$ cat config.mk
export PLATFORM = sky130hd
export DESIGN_NAME = acc_buf_ctrl
export DESIGN_NICKNAME = d
export VERILOG_FILES = /design/src/rtl/acc_buf_ctrl.sv
export SDC_FILE = /design/constraint.sdc
export NUM_CORES = 1
export LEC_CHECK = 0
export ABC_CLOCK_PERIOD_IN_PS = 4300
export CORE_MARGIN = 1.5
export CORE_UTILIZATION = 40
export CTS_CLUSTER_SIZE = 12
export DETAILED_ROUTE_END_ITERATION = 8
export PLACE_DENSITY = 0.87
export SLEW_MARGIN = 25
export SYNTH_ARGS = -nofsm -noshare
export SYNTH_HDL_FRONTEND = slang
export SYNTH_SLANG_ARGS = --single-unit
$ cat constraint.sdc
create_clock -name clk -period 4.3 [get_ports clk]
set_input_delay 0.86 -clock clk [delete_from_list [all_inputs] [get_ports clk]]
set_output_delay 0.86 -clock clk [all_outputs]
set_load 0.005 [all_outputs]
$ cat src/rtl/acc_buf_ctrl.sv
`default_nettype none
// +----------------------------------------------------------------------------+
// | Module   : acc_buf_ctrl                                                    |
// | Purpose  : Front-end controller for the double-buffered accumulator        |
// |            memory. Forwards array result writes, streams drain commands    |
// |            out through a small output FIFO, and swaps buffers only while   |
// |            the memory is quiescent.                                        |
// | Option   : ACC_BUF_CTRL_CLEAR_ON_DRAIN_EN - zero-write each drained word   |
// | Revision : 1.0 - initial release                                           |
// +----------------------------------------------------------------------------+
module acc_buf_ctrl #(
   parameter int ADDR_W    = 8,
   parameter int DATA_W    = 64,
   parameter int OUT_DEPTH = 2
) (
   input  logic              clk,
   input  logic              rst_n,
   input  logic              wr_valid,
   output logic              wr_ready,
   input  logic [ADDR_W-1:0] wr_addr,
   input  logic [DATA_W-1:0] wr_data,
   input  logic              drain_start,
   input  logic [ADDR_W-1:0] drain_base,
   input  logic [ADDR_W:0]   drain_len,
   output logic              drain_busy,
   output logic              drain_done,
   output logic              out_valid,
   input  logic              out_ready,
   output logic [DATA_W-1:0] out_data,
   output logic              out_last,
   input  logic              sync_req,
   output logic              sync_done,
   output logic              acc_buf_sel,
   output logic              acc_wr_en,
   output logic [ADDR_W-1:0] acc_wr_addr,
   output logic [DATA_W-1:0] acc_wr_data,
   output logic              acc_rd_en,
   output logic [ADDR_W-1:0] acc_rd_addr,
   input  logic [DATA_W-1:0] acc_rd_data
);

   typedef enum logic [1:0] {
      S_IDLE   = 2'd0,
      S_DRAIN  = 2'd1,
      S_SWAP   = 2'd2,
      S_SETTLE = 2'd3
   } state_t;

   localparam int PTR_W = (OUT_DEPTH > 1) ? $clog2(OUT_DEPTH) : 1;
   localparam int CNT_W = $clog2(OUT_DEPTH + 1) + 1;
   localparam logic [ADDR_W:0] LEN_ONE = {{ADDR_W{1'b0}}, 1'b1};

   state_t            state_q, state_d;
   logic [ADDR_W-1:0] base_q, base_d;
   logic [ADDR_W:0]   len_q, len_d;
   logic [ADDR_W:0]   issued_q, issued_d;
   logic              pending_q, pending_d;
   logic              done_q, done_d;
   logic              sel_q, sel_d;
   logic              inflight_q;
   logic              infl_last_q;
`ifdef ACC_BUF_CTRL_CLEAR_ON_DRAIN_EN
   logic [ADDR_W-1:0] infl_addr_q;
`endif

   // Output FIFO: each entry carries {last, data}
   logic [DATA_W:0]   fifo_mem [OUT_DEPTH];
   logic [PTR_W-1:0]  wr_ptr_q, rd_ptr_q;
   logic [CNT_W-1:0]  cnt_q;

   logic              pop;
   logic [CNT_W-1:0]  occ;
   logic              rd_issue;
   logic [DATA_W:0]   head;
   logic              last_hs;
   logic              wr_open;

   function automatic logic [PTR_W-1:0] ptr_inc(input logic [PTR_W-1:0] p);
      return (p == PTR_W'(OUT_DEPTH - 1)) ? '0 : p + 1'b1;
   endfunction

   // Read credit: a slot freed by this cycle's pop may be reused at once,
   // which is what lets a 2-deep FIFO sustain one word per cycle.
   always_comb begin
      pop      = (cnt_q != '0) && out_ready;
      occ      = cnt_q + CNT_W'(inflight_q) - CNT_W'(pop);
      rd_issue = (state_q == S_DRAIN) && (issued_q < len_q) && (occ < CNT_W'(OUT_DEPTH));
      head     = fifo_mem[rd_ptr_q];
      last_hs  = pop && head[DATA_W];
   end

   // Next-state logic for the controller FSM and drain bookkeeping
   always_comb begin
      state_d   = state_q;
      base_d    = base_q;
      len_d     = len_q;
      issued_d  = rd_issue ? issued_q + LEN_ONE : issued_q;
      pending_d = pending_q;
      done_d    = 1'b0;
      sel_d     = sel_q;
      case (state_q)
         S_IDLE: begin
            if (drain_start) begin
               if (drain_len != '0) begin
                  base_d   = drain_base;
                  len_d    = drain_len;
                  issued_d = '0;
                  state_d  = S_DRAIN;
               end else begin
                  done_d = 1'b1;
               end
               if (sync_req) pending_d = 1'b1;
            end else if (sync_req || pending_q) begin
               state_d = S_SWAP;
            end
         end
         S_DRAIN: begin
            if (sync_req) pending_d = 1'b1;
            if (last_hs) begin
               state_d = S_IDLE;
               done_d  = 1'b1;
            end
         end
         S_SWAP: begin
            sel_d   = ~sel_q;
            state_d = S_SETTLE;
         end
         S_SETTLE: begin
            pending_d = 1'b0;
            state_d   = S_IDLE;
         end
         default: state_d = S_IDLE;
      endcase
   end

   // Control registers, FIFO pointers and read-pipeline tracking
   always_ff @(posedge clk or negedge rst_n) begin
      if (!rst_n) begin
         state_q     <= S_IDLE;
         base_q      <= '0;
         len_q       <= '0;
         issued_q    <= '0;
         pending_q   <= 1'b0;
         done_q      <= 1'b0;
         sel_q       <= 1'b0;
         inflight_q  <= 1'b0;
         infl_last_q <= 1'b0;
         wr_ptr_q    <= '0;
         rd_ptr_q    <= '0;
         cnt_q       <= '0;
      end else begin
         state_q     <= state_d;
         base_q      <= base_d;
         len_q       <= len_d;
         issued_q    <= issued_d;
         pending_q   <= pending_d;
         done_q      <= done_d;
         sel_q       <= sel_d;
         inflight_q  <= rd_issue;
         infl_last_q <= (issued_q == len_q - LEN_ONE);
         if (inflight_q) wr_ptr_q <= ptr_inc(wr_ptr_q);
         if (pop)        rd_ptr_q <= ptr_inc(rd_ptr_q);
         cnt_q       <= cnt_q + CNT_W'(inflight_q) - CNT_W'(pop);
      end
   end

`ifdef ACC_BUF_CTRL_CLEAR_ON_DRAIN_EN
   // Remember the address of the read in flight so it can be zeroed next cycle
   always_ff @(posedge clk or negedge rst_n) begin
      if (!rst_n) infl_addr_q <= '0;
      else        infl_addr_q <= acc_rd_addr;
   end
`endif

   // Capture returned read data into the FIFO one cycle after the read
   always_ff @(posedge clk) begin
      if (inflight_q) fifo_mem[wr_ptr_q] <= {infl_last_q, acc_rd_data};
   end

   // Write port: pass-through, closed during swap/settle and while in reset
   always_comb begin
      wr_open = rst_n && ((state_q == S_IDLE) || (state_q == S_DRAIN));
`ifdef ACC_BUF_CTRL_CLEAR_ON_DRAIN_EN
      wr_ready    = wr_open && !inflight_q;
      acc_wr_en   = (wr_valid && wr_ready) || inflight_q;
      acc_wr_addr = inflight_q ? infl_addr_q : wr_addr;
      acc_wr_data = inflight_q ? '0 : wr_data;
`else
      wr_ready    = wr_open;
      acc_wr_en   = wr_valid && wr_ready;
      acc_wr_addr = wr_addr;
      acc_wr_data = wr_data;
`endif
   end

   // Read port, stream outputs and status
   always_comb begin
      acc_rd_en   = rd_issue;
      acc_rd_addr = base_q + issued_q[ADDR_W-1:0];
      out_valid   = (cnt_q != '0);
      out_data    = out_valid ? head[DATA_W-1:0] : '0;
      out_last    = out_valid && head[DATA_W];
      drain_busy  = (state_q != S_IDLE) || pending_q;
      drain_done  = done_q;
      sync_done   = (state_q == S_SETTLE);
      acc_buf_sel = sel_q;
   end

endmodule
`default_nettype wire

==> impl_metrics.csv <==
group,metric,value,unit
final_layout,finalNonFillerCells,1005,
final_layout,nets,908,
pwr,power_density,617,mW/mm^2
pwr,internal-power,4.09,mW
yosys,synth_cells,628,
critical_path,critPathKind,"input pin to output pin",
yosys,yosys-top-cells-area,"edfxtp_1 50%, dfrtp_1 12%, mux2i_1 8.8%",
critical_path,worst_setup_path_end_kind,"output pin",
global_route,groute.usage.overall,16.4,%
critical_path,crit_fanout,3,
yosys,synth_top_cell_by_area,"edfxtp_1",
floorplan,die_w,143,um
drt,vias,5025,
yosys,syn_nets,809,
clock_tree,cts_hold_buf,0,
yosys,yosysWarnings,0,
pwr,switchingPower,2.03,mW
floorplan,rows,51,
drt,dr.first_iter.drc_count,199,
outcome,status,"finished clean",
clock_tree,cts_root_buffer,"clkbuf_16",
yosys,async_flop_share,22.6,%
drt,viasPerCell,5.00,
pwr,p_seq_share,37.0,%
yosys,synth.distinct_cells,41,
yosys,netlist.area_leader.share,49.8,%
final_layout,syn_to_final_growth,26.5,%
global_route,overflow,0,
floorplan,initial_core_util,40.6,%
drt,met3_length,1.62,mm
yosys,netlist_top_cells_count,"130 x edfxtp_1, 84 x nor2_1, 72 x buf_4",
drt,first_pass_iters,5,
global_route,grt_pass1_vias,5001,
floorplan,io_pins,312,
drt,m1WireLength,6.56,mm
yosys,ys.flop_type,"edfxtp_1",
clock_tree,clk_latency,0.42,ns
placed_design,dp_hpwl,11.8,mm
floorplan,die_h,143,um
drt,top_layer_used,"met4",
worst_hold_path,hp-class,"flop to flop",
clock_tree,cts_sinks,168,
drt,wl,17.1,mm
worst_hold_path,min_from,"infl_last_q",
floorplan,dieArea,0.0205,mm^2
pwr,swShare,33.1,%
sta,rsz0062_at_grt,"no",
critical_path,rr_endpoint,"issued_q[5]",
sta,setup_ws,0.165,ns
global_route,grt_pass1_wl,25.4,mm
clock_tree,clk_pin_slew,0.07,ns
critical_path,rrSetupSlack,0.85,ns
floorplan,core_area,0.0193,mm^2
clock_tree,cts.path.max_buffers,2,
pwr,clockPowerShare,24.8,%
sta,finalMaxSlewViolations,0,
clock_tree,cts_tree,"built",
yosys,syn_area,0.00784,mm^2
run,maxCapViolCount,0,
clock_tree,cts_inserted_buffers,17,
critical_path,r2r_start,"cnt_q[1]",
critical_path,required,3.44,ns
sta,hold_viol,0,
sta,finClkSkew,0.00788,ns
placed_design,preCtsSetupSlack,-0.347,ns
global_route,antenna_found_initial,0,
final_layout,drive_above_1_share,7.70,%
drt,wl_per_cell,17.0,um
yosys,syn_area_per_cell,12.5,um^2
yosys,synth_seq_area_share,61.9,%
sta,max_freq,242,MHz
placed_design,portBuffers,167,
sta,tightest_slew,0.745,ns
pwr,peakVddDrop,280,uV
yosys,ys_seq_elements,168,
drt,route.met2.wl,8.62,mm
sta,fin_crit,4.14,ns
drt,ant_nets,0,
placed_design,post-place-cells,973,
yosys,yosysMostFrequentCell,"edfxtp_1",
critical_path,worstRegToRegCells,15,
final_layout,antennaDiodeCount,0,
worst_hold_path,hold_path_end,"fifo_mem[1][64]",
drt,drcViolationCount,0,
global_route,grt_max_degree,66,
clock_tree,htree_levels,4,
critical_path,crit_arrival,3.28,ns
placed_design,gp_congestion,0.855,
critical_path,crit_path_start_kind,"input pin",
sta,finalCritPeriodShare,96.2,%
yosys,synth-edff-count,130,
worst_hold_path,hold_depth,0,
sta,setup_viol,0,
pwr,p_comb_share,38.2,%
clock_tree,post_cts_buffers,0,
pwr,p_leak,3.81,nW
sta,relSlewSlack,50.3,%
-- per-stage QoR --
| step | hold WS [ns] | cell area (um^2) | setup TNS, ns | util [%] | power, mW |
|---|---|---|---|---|---|
| final | 0.454 | 9920 | 0 | 51.3 | 6.12 |
| after global routing | 0.458 | 9920 | 0 | 51.3 | 6.48 |
| after CTS | 0.454 | 9910 | 0 | 51.3 | 6.15 |
| after detailed placement | 0.437 | 9300 | -0.347 | 48.1 | 4.61 |
| after global placement | 0.427 | 9300 | -0.280 | 48.1 | 4.53 |
| after floorplan | 0.420 | 7840 | 0 | - | 3.48 |
-- state kept, by name (all words and copies together), names as in the netlist, 2 cells and up --
name      cells
cnt_q         3
state_q       2
len_q         9
issued_q      9
fifo_mem    130
base_q        8
-- power groups by stage --
stage | sequential (mW) | clock (mW) | combinational, mW
6_report | 2.26 | 1.52 | 2.34
5_1_grt | 2.30 | 1.62 | 2.56
4_1_cts | 2.26 | 1.55 | 2.34
3_5_place_dp | 2.29 | 0 | 2.31
3_3_place_gp | 2.28 | 0 | 2.26
2_1_floorplan | 2.16 | 0 | 1.33
-- worst max path at each step --
stage               startpoint             end  slack, ns  cells past startpoint
detailed placement   out_ready       acc_rd_en      -0.35                     13
floorplan             wr_ptr_q  fifo_mem[0][0]       0.51                      1
CTS                  out_ready       acc_rd_en       0.02                     13
global placement     out_ready       acc_rd_en      -0.28                     13
global route         out_ready       acc_rd_en       0.05                     13
finish               out_ready       acc_rd_en       0.16                     13
-- critical path, cell delays in order --
cell and delay, ns:
clkdlybuf4s50_1 0.40, nand2_1 0.11, inv_1 0.06, ha_1 0.26
inv_1 0.06, ha_1 0.13, inv_1 0.05, fa_2 0.35
xnor2_2 0.17, xnor2_2 0.16, or3_4 0.41, nor2_4 0.13
clkbuf_2 0.13
-- routing by layer --
metal	vias up	GRT usage, %
met4	0	6.67
met5	-	0
met2	235	28.7
li1	2331	-
met3	30	6.00
met1	2429	18.1
-- cell usage in the layout (no fill, tap or decap), types with 5 or more instances in the layout --
| cell | synthesis | final |
|---|---|---|
| nand2b_1 | 6 | 6 |
| o21ai_0 | 20 | 20 |
| clkdlybuf4s50_1 | 0 | 165 |
| nand2_1 | 43 | 43 |
| inv_1 | 24 | 24 |
| ha_1 | 20 | 20 |
| dfrtp_1 | 38 | 37 |
| buf_4 | 72 | 10 |
| clkbuf_16 | 0 | 17 |
| nand3_1 | 12 | 12 |
| nor4_1 | 6 | 6 |
| xnor2_1 | 17 | 15 |
| mux2i_1 | 69 | 69 |
| a21oi_1 | 9 | 9 |
| inv_8 | 0 | 5 |
| nor3_1 | 8 | 7 |
| edfxtp_1 | 130 | 130 |
| nor2_1 | 84 | 83 |
-- logic make-up after synthesis --
logic type,Yosys count,synth area share [%]
simple gates,179,10.1
flops,168,61.9
buf+inv,122,9.41
mux,69,8.81
compound gates,47,3.69
fa+ha+maj,22,3.70
xor+xnor,21,2.35
-- layout make-up --
type | instances | area [um^2]
timing repair buffer | 178 | 1760
inverter | 24 | 90.1
fill | 1619 | 9410
clock inverter | 15 | 173
tap | 265 | 332
clock buffer | 17 | 425
multi-input combinational | 338 | 2290
sequential | 168 | 4860
-- what timing repair did --
| item | in CTS | in global routing |
|---|---|---|
| endpoints found under the hold margin | 0 | 0 |
| endpoints found under the setup margin | 1 | 1 |
| resized for setup | 4 | 4 |
Note: power is estimated with default switching activity, not from simulation.
